`config.mk`:
```
export PLATFORM = sky130hd
export DESIGN_NAME = video_out_gen
export DESIGN_NICKNAME = d
export VERILOG_FILES = /design/src/rtl/video_out_gen.sv
export SDC_FILE = /design/constraint.sdc
export NUM_CORES = 1
export LEC_CHECK = 0
export CAP_MARGIN = 20
export CORE_MARGIN = 2
export CORE_UTILIZATION = 40
export CTS_BUF_LIST = sky130_fd_sc_hd__clkbuf_16
export CTS_CLUSTER_SIZE = 28
export DETAILED_ROUTE_END_ITERATION = 8
export GPL_TIMING_DRIVEN = 0
export PLACE_DENSITY = 0.69
export SETUP_SLACK_MARGIN = 0.1
export SLEW_MARGIN = 10
export SYNTH_ARGS = -nofsm -noshare
export SYNTH_HDL_FRONTEND = slang
export SYNTH_SLANG_ARGS = --single-unit
```
`constraint.sdc`:
```
create_clock -name clk -period 4.3 [get_ports clk]
set_input_delay 0.86 -clock clk [delete_from_list [all_inputs] [get_ports clk]]
set_output_delay 0.86 -clock clk [all_outputs]
set_load 0.005 [all_outputs]
```
`src/rtl/video_out_gen.sv`:
```
// Raster-timed pixel output stage: pops 8-bit pixels from a show-ahead FIFO and
// emits them with fixed horizontal/vertical blanking, underflow and frame-done flags.
module video_out_gen #(
    parameter int WIDTH   = 640,
    parameter int HEIGHT  = 480,
    parameter int H_BLANK = 160,
    parameter int V_BLANK = 45
) (
    input  logic       clk,
    input  logic       nRST,
    input  logic       enable,
    input  logic       empty,
    input  logic [7:0] pixel_in,
    output logic       r_e,
    output logic [7:0] pixel_out,
    output logic       line_valid,
    output logic       frame_valid,
    output logic       frame_done,
    output logic       underflow
);

    localparam int H_TOTAL = WIDTH + H_BLANK;
    localparam int V_TOTAL = HEIGHT + V_BLANK;
    localparam int HW      = $clog2(H_TOTAL);
    localparam int VW      = $clog2(V_TOTAL);

    localparam logic [HW-1:0] H_LAST     = HW'(H_TOTAL - 1);
    localparam logic [HW-1:0] H_ACT_LAST = HW'(WIDTH - 1);
    localparam logic [VW-1:0] V_LAST     = VW'(V_TOTAL - 1);
    localparam logic [VW-1:0] V_ACT_LAST = VW'(HEIGHT - 1);

    typedef enum logic [1:0] {
        IDLE   = 2'd0,
        ACTIVE = 2'd1,
        HBLANK = 2'd2,
        VBLANK = 2'd3
    } state_t;

    state_t        r_state;
    state_t        w_state_next;
    logic [HW-1:0] r_h_cnt;
    logic [HW-1:0] w_h_next;
    logic [VW-1:0] r_v_cnt;
    logic [VW-1:0] w_v_next;
    logic          w_start;
    logic          w_frame_end;
    logic          w_line_end;
    logic          w_pop;
    logic          w_starve;

    // FIFO handshake: empty=0 means pixel_in holds a valid head word; r_e=1 is
    // the consumer's accept, and the word is consumed at the clk edge where r_e=1.
    // Only ACTIVE cycles ever accept, so words arriving during blanking wait.
    assign w_pop      = (r_state == ACTIVE) && !empty;
    assign w_starve   = (r_state == ACTIVE) && empty;
    assign r_e        = w_pop;
    assign w_line_end = (r_h_cnt == H_LAST);

    always_ff @(posedge clk or negedge nRST) begin
        if (!nRST) begin
            r_state <= IDLE;
            r_h_cnt <= '0;
            r_v_cnt <= '0;
        end else begin
            r_state <= w_state_next;
            r_h_cnt <= w_h_next;
            r_v_cnt <= w_v_next;
        end
    end

    always_comb begin
        w_state_next = r_state;
        w_h_next     = r_h_cnt;
        w_v_next     = r_v_cnt;
        w_start      = 1'b0;
        w_frame_end  = 1'b0;
        case (r_state)
            IDLE: begin
                w_h_next = '0;
                w_v_next = '0;
                if (enable && !empty) begin
                    w_state_next = ACTIVE;
                    w_start      = 1'b1;
                end
            end
            ACTIVE: begin
                w_h_next = r_h_cnt + 1'b1;
                if (r_h_cnt == H_ACT_LAST) w_state_next = HBLANK;
            end
            HBLANK: begin
                if (w_line_end) begin
                    w_h_next     = '0;
                    w_v_next     = r_v_cnt + 1'b1;
                    w_state_next = (r_v_cnt < V_ACT_LAST) ? ACTIVE : VBLANK;
                end else begin
                    w_h_next = r_h_cnt + 1'b1;
                end
            end
            VBLANK: begin
                if (w_line_end) begin
                    w_h_next = '0;
                    if (r_v_cnt == V_LAST) begin
                        // Last cycle of the frame: enable is re-sampled here only.
                        w_frame_end  = 1'b1;
                        w_v_next     = '0;
                        w_state_next = (enable && !empty) ? ACTIVE : IDLE;
                    end else begin
                        w_v_next = r_v_cnt + 1'b1;
                    end
                end else begin
                    w_h_next = r_h_cnt + 1'b1;
                end
            end
            default: w_state_next = IDLE;
        endcase
    end

    always_ff @(posedge clk or negedge nRST) begin
        if (!nRST) begin
            pixel_out   <= 8'h00;
            line_valid  <= 1'b0;
            frame_valid <= 1'b0;
            frame_done  <= 1'b0;
            underflow   <= 1'b0;
        end else begin
            pixel_out   <= w_pop ? pixel_in : 8'h00;
            line_valid  <= (r_state == ACTIVE);
            frame_valid <= (r_state == ACTIVE) || (r_state == HBLANK);
            frame_done  <= w_frame_end;
            if (w_start) begin
                underflow <= 1'b0;
            end else if (w_starve) begin
                underflow <= 1'b1;
            end
        end
    end

endmodule

```
-- After elaboration in Yosys (flattened, before gate mapping)
Index checks and enable logic that the tools add are counted.
- add/sub/neg operators: 2
- order comparisons: 1
- muxes and demuxes: 22
- equal/unequal tests: 11
- reduce and logical (&&, ||, !) cells: 11
- operators with widths (cell ; count):
    $pmux W10 S3 ; 2
    $mux W10 ; 4
    $eq A10 B10 Y1 const B ; 3
    $add A10 B1 Y10 const B ; 2
    $mux W2 ; 6
    $lt A10 B9 Y1 const B ; 1
    $mux W1 ; 8
    $mux W8 ; 1
    $ne A2 B2 Y1 const B ; 4
    $pmux W2 S4 ; 1
    $reduce_and A5 Y1 ; 1
    $eq A2 B2 Y1 const B ; 2
    $logic_and A1 B1 Y1 ; 3
    $reduce_and A3 Y1 ; 1
    $reduce_bool A3 Y1 ; 1
    $eq A2 B1 Y1 const B ; 1
    $logic_not A2 Y1 ; 1
    $ne A2 B1 Y1 const B ; 1
    $reduce_bool A2 Y1 ; 1
    $reduce_or A2 Y1 ; 1
    $logic_not A1 Y1 ; 1
    $logic_or A1 B1 Y1 ; 1
- register bits: 34
- word-level logic and storage cells: 55

-- Longest topological paths before layout
Gate-level depths: netlist (run 1).
- depth in word-level cells: 6
- gate-level depth with buffers: 6
- gate-level depth less buffers: 6

-- Worst setup path after synthesis (run 1)
No wires, ideal clock.
- path kind: input-to-output
- from: in empty
- to: out r_e
- data arrival time: 1.143 ns
- path buffers: 1
- setup slack: 2.297 ns
- cell stages on the path: 2
- cell sequence: nor2b_1 > clkbuf_1
- word-level cells in the longest chain between the ends: 2
- ends and longest elaborated chain (element ; line ; text):
    start: declaration ; 12 ; input logic empty,
    $logic_not A1 Y1 ; 54 ; assign w_pop = (r_state == ACTIVE) && !empty;
    $logic_and A1 B1 Y1 ; 54 ;
    end: declaration ; 14 ; output logic r_e,
No other way between the ends.

-- Worst setup path after layout (run 1)
Same ends and word-level chain as after synthesis.

==> metrics.md, run 1 <==
| Metric | Value |
|---|---|
| Slew Limit Fails | `0` |
| Hold_buf cts | `0` |
| Die width | `68.9 um` |
| MaxCap Viol Count | `0` |
| Total GRT Usage | `16.9%` |
| Full die area | `4740 sq um` |
| Total gr overflow | `0` |
| Post-route ant nets | `0` |
| Total vias in the final route | `1314` |
| Dpl ws | `1.20 ns` |
| Share of layout cells above drive strength 1 | `7.81%` |
| RD Place Congestion | `0.799` |
| Final Hold Vio Count | `0` |
| FILL cells | `363` |
| Main area contributors after synthesis | `dfrtp_1 51%, ha_1 5.9%, nor2_1 4.2%` |
| CTS Sinks | `34` |
| Max stage delay cell, worst path | `clkdlybuf4s50_1` |
| DIE HEIGHT | `68.9 um` |
| Cells along the critical path | `clkdlybuf4s50_1, nor2b_1, clkbuf_1, clkdlybuf4s50_1` |
| Max Root-Sink Buffers | `2` |
| Synth Register Bits | `34` |
| Ys async rst share | `100%` |
| Power per Cell Area | `313 nW/um^2` |
| Port buffer count | `24` |
| HP Class | `reg2reg` |
| Arrival time at the worst endpoint | `2.26 ns` |
| Global-route wire length before repair | `5790 um` |
| Main combinational cell family by area after synthesis | `simple AND/OR/NAND/NOR gates` |
| Status | `complete, no violations` |
| Total power | `0.000660 W` |
| DP HPWL | `2580 um` |
| # rows | `23` |
| Register area share after synthesis | `50.6%` |
| Wirelength per Cell | `14.8 um` |
| Most used cell, CP | `clkdlybuf4s50_1` |
| Maximum VDD drop | `0.217 mV` |
| Resize count post-CTS | `0` |
| Critical Path Sink Type | `output port` |
| Worst skew pair latency | `0.27 ns` |
| Vias in the first global route | `1261` |
| H-Tree Depth | `2` |
| XOR/XNOR share of the synthesized area | `3.64%` |
| Yosys cell types | `43` |
| Mux cell area share after synthesis | `1.49%` |
| Worst Tran Pin Value | `0.743 ns` |
| RSZ-0062 raised after global routing | `no` |
| Startpoint types | `input port` |
| Post-layout worst setup margin | `1.18 ns` |
| Pre-antenna DRT Iters | `5` |
| Area fraction in compound gates after synthesis | `13.2%` |
| Setup violations, final | `0` |
| Post-Synth Adder-Cell Area | `5.95%` |
| Floorplan Core Area | `4030 sq um` |
| Post-synthesis simple-gate area fraction | `22.8%` |
| Initial antenna violation count | `0` |
| Fin nets | `213` |
| Mean area per synthesized cell | `10.4 sq um` |
| Syn_nets | `182` |
| Antenna cells | `0` |
| Via density | `5.43` |
| Post-synth EDFFs | `0` |
| Num CTS Buffers | `5` |
| Crit path max fanout | `9` |
| Initial Util | `41.8%` |
| DRT iter0 DRCs | `116` |
| Yosys top cell area share | `50.6%` |
| Final Critical Period | `3.12 ns` |
| Critical path type | `in2out` |
| Synth top cells by count | `34 x dfrtp_1, 19 x nor2_1, 10 x inv_1` |
| Count leader, synth | `dfrtp_1` |
| Cell count after synthesis | `162` |
| Ys Warns | `0` |
| Slowest Stage Delay on Critical Path | `0.56 ns` |
| Worst Skew | `0.00336 ns` |
| Main flop type after synthesis | `dfrtp_1` |
| Mapped cell area | `1680 sq um` |
| Final wirelength | `3570 um` |
| Fmax | `321 MHz` |
| # IOs | `25` |
| Root Buffer | `clkbuf_16` |
| Crit path required time | `3.44 ns` |
| Pleak | `0.967 nW` |
| Crit share post-route | `72.5%` |
| Rel. slew slack | `50.5%` |
| Layout area overhead | `25.4%` |
| CTS tree | `done` |
| DRC violations left | `0` |
| Clock transition at the registers of the reported paths | `0.05 ns` |
| Final core occ | `52.4%` |
| Setup Buffers After CTS | `0` |
| Synth area leader | `dfrtp_1` |
| Pin count of the biggest net entering global routing | `35` |
| Setup TNS | `0 ns` |
## final cells by class
| cell class | instances | area [sq um] | share of cell area [%] |
|---|---|---|---|
| flip-flops and latches | 34 | 851 | 40.3 |
| multi-input cells | 117 | 791 | 37.5 |
| repair buffers | 24 | 235 | 11.2 |
| clock buffers | 5 | 125 | 5.93 |
| well taps | 50 | 62.6 | 2.97 |
| inverters | 10 | 37.5 | 1.78 |
| clock inverters | 1 | 3.75 | 0.178 |
| plain buffers | 1 | 3.75 | 0.178 |
## power breakdown
group | leakage (nW) | internal (W) | switching [W] | total, W
Combinational | 0.453 | 0.00000855 | 0.00000760 | 0.0000162
Sequential | 0.450 | 0.000321 | 0.0000000000000446 | 0.000321
Clock | 0.0632 | 0.000205 | 0.000118 | 0.000324
Total | 0.967 | 0.000534 | 0.000126 | 0.000660
## flip-flops by register name, indices dropped and copies added, names as in the netlist
name / flops
frame_valid: 1
frame_done: 1
pixel_out: 8
r_v_cnt: 10
r_state: 2
r_h_cnt: 10
line_valid: 1
underflow: 1
## path summary, 6_finish.rpt
check | slack (ns) | start | cells past startpoint | endpoint
min in group asynchronous | 0.65 | nRST | 1 | r_v_cnt[0]$_DFFE_PN0P_
hold reg to reg | 0.50 | r_h_cnt[0]$_DFF_PN0_ | 1 | r_h_cnt[0]$_DFF_PN0_
max in group asynchronous | 3.17 | nRST | 1 | r_v_cnt[3]$_DFFE_PN0P_
hold / removal | 0.50 | r_h_cnt[0]$_DFF_PN0_ | 1 | r_h_cnt[0]$_DFF_PN0_
setup / recovery | 1.18 | empty | 4 | r_e
setup reg to reg | 2.17 | r_h_cnt[0]$_DFF_PN0_ | 6 | r_state[0]$_DFFE_PN0P_
## cells in the final DEF (no fill, tap or decap), types with 2 or more instances in the layout
| cell | count |
|---|---|
| nand3_1 | 9 |
| nand2_1 | 7 |
| inv_1 | 10 |
| ha_1 | 8 |
| or4_1 | 2 |
| dfrtp_1 | 34 |
| nor2_1 | 19 |
| and2_1 | 8 |
| clkbuf_16 | 5 |
| and3_2 | 3 |
| clkdlybuf4s50_1 | 23 |
| nand4_1 | 3 |
| xnor2_1 | 3 |
| o2bb2ai_1 | 2 |
| xor2_1 | 4 |
| nor3_1 | 4 |
| o21ai_0 | 7 |
| nor2b_1 | 3 |
| a22o_1 | 3 |
| a21oi_1 | 8 |
## worst max-delay path: cells and delay by family
family | cells | cell delay [ns]
buffers and inverters | 3 | 1.26
and+or+nand+nor | 1 | 0.13
## per-layer routing
layer	track usage (%)	share of wire [%]
met5	0	0
met4	7.84	1.3
met3	4.87	2.6
met2	26.8	52
met1	21.2	44
## through the flow
stage | instances | instance area, sq um | hold slack (ns)
floorplan | 162 | 1680 | 0.453
global placement | 236 | 1990 | 0.466
detailed placement | 236 | 1980 | 0.485
CTS | 242 | 2110 | 0.493
global route | 242 | 2110 | 0.510
finish | 242 | 2110 | 0.497
## kinds of logic after synthesis
logic type      count (synthesis)
compound gates                 32
simple gates                   68
flops                          34
xor+xnor                        7
buf+inv                        11
fa+ha+maj                       8
mux                             2
Power figures use the tool's default switching activity.
==> inputs of run 2 (changes only) <==
==> constraint.sdc (replaced) <==
create_clock -name clk -period 2.95 [get_ports clk]
set_input_delay 0.59 -clock clk [delete_from_list [all_inputs] [get_ports clk]]
set_output_delay 0.59 -clock clk [all_outputs]
set_load 0.005 [all_outputs]
==> run 2 against run 1 <==
- first-iteration DRC count up 0.86%
- clock power up 45%
- critical endpoint unchanged
- clock skew hardly changed
- total power is 46% higher
- hold slack got worse by 0.11 ns
- largest cell class unchanged
- combinational power increased by 45%
- sequential share of layout area hardly changed
- critical path depth increased by 1
- count of clock-buffer cells in the layout is the same
- sequential cell count is the same
==> metrics.md, run 2 (synthesized netlist as in run 1, its figures left out) <==
| Metric | Value |
|---|---|
| Flop pwr share | `48.6% (about the same)` |
| Total vias in the final route | `1319 (+0.38%)` |
| Delay-heaviest family, CP | `buffers and inverters` |
| Largest regs | `r_h_cnt (10), r_v_cnt (10), pixel_out (8)` |
| Critical path type | `reg2out` |
| Fmax | `373 MHz` |
| Total GRT Usage | `16.9% (unchanged)` |
| Crit share post-route | `90.8%` |
| HP Class | `in2async` |
| Combinational Power Share | `2.4% (about the same)` |
| Initial Util | `41.8% (unchanged)` |
| DRC violations left | `0 (unchanged)` |
| Fin nets | `213 (unchanged)` |
| Finished Layout Cells | `242 (unchanged)` |
| Flop2flop setup slack | `0.81 ns (-1.36 ns)` |
| Switch share | `19.0% (-0.028 points)` |
| Rel. slew slack | `50.5% (about the same)` |
| Maximum VDD drop | `0.316 mV (+46%)` |
| Worst Skew | `0.00321 ns (-0.000155 ns)` |
| FILL cells | `364 (+0.28%)` |
| Layout area overhead | `25.4% (about the same)` |
| Placed cell count | `236 (unchanged)` |
| Internal | `0.000779 W (+46%)` |
| Vias in the first global route | `1261 (unchanged)` |
| Setup violations, final | `0 (unchanged)` |
| Critical Path Sink Type | `output port` |
| Antenna cells | `0 (unchanged)` |
| CTS Sinks | `34 (unchanged)` |
| Floorplan Core Area | `4030 sq um (unchanged)` |
| Startpoint types | `flop` |
| DIE HEIGHT | `68.9 um (unchanged)` |
| RSZ-0062 raised after global routing | `no` |
| Total gr overflow | `0 (unchanged)` |
| Wirelength per Cell | `14.8 um (+0.22%)` |
| RD Place Congestion | `0.799 (unchanged)` |
| Port buffer count | `24 (unchanged)` |
| Worst skew pair latency | `0.27 ns (about the same)` |
| Crit path buf inv count | `3 (unchanged)` |
| MaxCap Viol Count | `0 (unchanged)` |
| Crit path max fanout | `9 (unchanged)` |
| Placed Area | `1980 sq um (unchanged)` |
| DP HPWL | `2580 um (unchanged)` |
| Pleak | `0.970 nW (+0.36%)` |
| Status | `complete, no violations` |
| Crit Reg-Reg Startpoint | `r_h_cnt[0]$_DFF_PN0_` |
| Final wirelength | `3580 um (+0.22%)` |
| Total power | `0.000962 W (+46%)` |
| Final Critical Period | `2.68 ns` |
| H-Tree Depth | `2 (unchanged)` |
| Global-route wire length before repair | `5790 um (unchanged)` |
| Post-route ant nets | `0 (unchanged)` |
| Root Buffer | `clkbuf_16` |
| Crit path launch | `r_state[1]$_DFFE_PN0P_` |
| Worst reg2reg endpoint | `r_state[0]$_DFFE_PN0P_` |
| Slew Limit Fails | `0 (unchanged)` |
| Max stage delay cell, worst path | `clkdlybuf4s50_1` |
| Die width | `68.9 um (unchanged)` |
| # rows | `23 (unchanged)` |
| CTS tree | `done` |
| DRT iter0 DRCs | `117 (+0.86%)` |
| Clock transition at the registers of the reported paths | `0.05 ns (about the same)` |
| Share of layout cells above drive strength 1 | `8.33% (+0.52 points)` |
| Design area | `2110 sq um (about the same)` |
| Num CTS Buffers | `5 (unchanged)` |
| # IOs | `25 (unchanged)` |
| Worst Tran Pin Value | `0.743 ns (-0.000229 ns)` |
| Power per Cell Area | `456 nW/um^2 (+46%)` |
| Cells along the critical path | `inv_1, ha_1, nor2b_1, clkbuf_2, clkdlybuf4s50_1` |
| Clock share of power | `49.0% (about the same)` |
| Pin count of the biggest net entering global routing | `35 (unchanged)` |
| Initial antenna violation count | `0 (unchanged)` |
| Final Hold Vio Count | `0 (unchanged)` |
| Max Root-Sink Buffers | `2 (unchanged)` |
| Arrival time at the worst endpoint | `2.09 ns (-0.17 ns)` |
| Pre-antenna DRT Iters | `4 (-1)` |
| Sw power | `0.000183 W (+45%)` |
| Most frequent cells in the layout | `34 x dfrtp_1, 23 x clkdlybuf4s50_1, 19 x nor2_1, 10 x inv_1, 9 x nand3_1` |
| Reg2Reg Depth | `6 (unchanged)` |
| Final core occ | `52.4% (about the same)` |
| Crit path required time | `2.36 ns (-1.08 ns)` |
| Most common cell after layout, fill and taps aside | `dfrtp_1` |
| Slowest Stage Delay on Critical Path | `0.53 ns (-0.03 ns)` |
| Setup TNS | `0 ns (unchanged)` |
| Via density | `5.45 (+0.38%)` |
| Full die area | `4740 sq um (unchanged)` |
[run 2: power by group through the flow]
stage | clock (W) | sequential (W) | combinational [W]
after floorplan | 0 | 0.000475 | 0.00000105
after global placement | 0 | 0.000475 | 0.0000243
after detailed placement | 0 | 0.000475 | 0.0000245
after CTS | 0.000480 | 0.000467 | 0.0000245
after global routing | 0.000504 | 0.000467 | 0.0000263
final | 0.000471 | 0.000467 | 0.0000235
[run 2: layer usage]
layer	part of all wire [%]	vias up	GRT usage, %	routed length (um)
li1	-	632	-	-
met1	44	653	21.2	1580
met2	52	29	26.8	1850
met3	3.1	5	4.87	112
met4	1.3	0	7.84	45
met5	0	-	0	0
[run 2: stage by stage]
step | worst slack [ns] | hold slack [ns]
2_1_floorplan | 1.06 | 0.294
3_3_place_gp | 0.423 | 0.466
3_5_place_dp | 0.394 | 0.485
4_1_cts | 0.150 | 0.411
5_1_grt | 0.149 | 0.445
6_report | 0.270 | 0.384
[run 2: area by class of cell]
| cell class | count | area (sq um) | share of cell area (%) |
|---|---|---|---|
| inverters | 10 | 37.5 | 1.78 |
| multi-input cells | 117 | 791 | 37.5 |
| flip-flops and latches | 34 | 851 | 40.3 |
| clock buffers | 5 | 125 | 5.93 |
| repair buffers | 24 | 235 | 11.1 |
| clock inverters | 1 | 3.75 | 0.178 |
| plain buffers | 1 | 5.00 | 0.237 |
| well taps | 50 | 62.6 | 2.96 |
[run 2: worst max path at each step]
| stage | cells past startpoint | to |
|---|---|---|
| after floorplan | 6 | r_v_cnt[9]$_DFFE_PN0P_ |
| after global placement | 4 | r_e |
| after detailed placement | 4 | r_e |
| after CTS | 5 | r_e |
| after global routing | 5 | r_e |
| final | 5 | r_e |
[run 2: timing repair]
action,4_1_cts,5_1_grt
hold buffers,0,0
endpoints found under the setup margin,0,1
gates resized for setup,0,2
buffers inserted,0,0
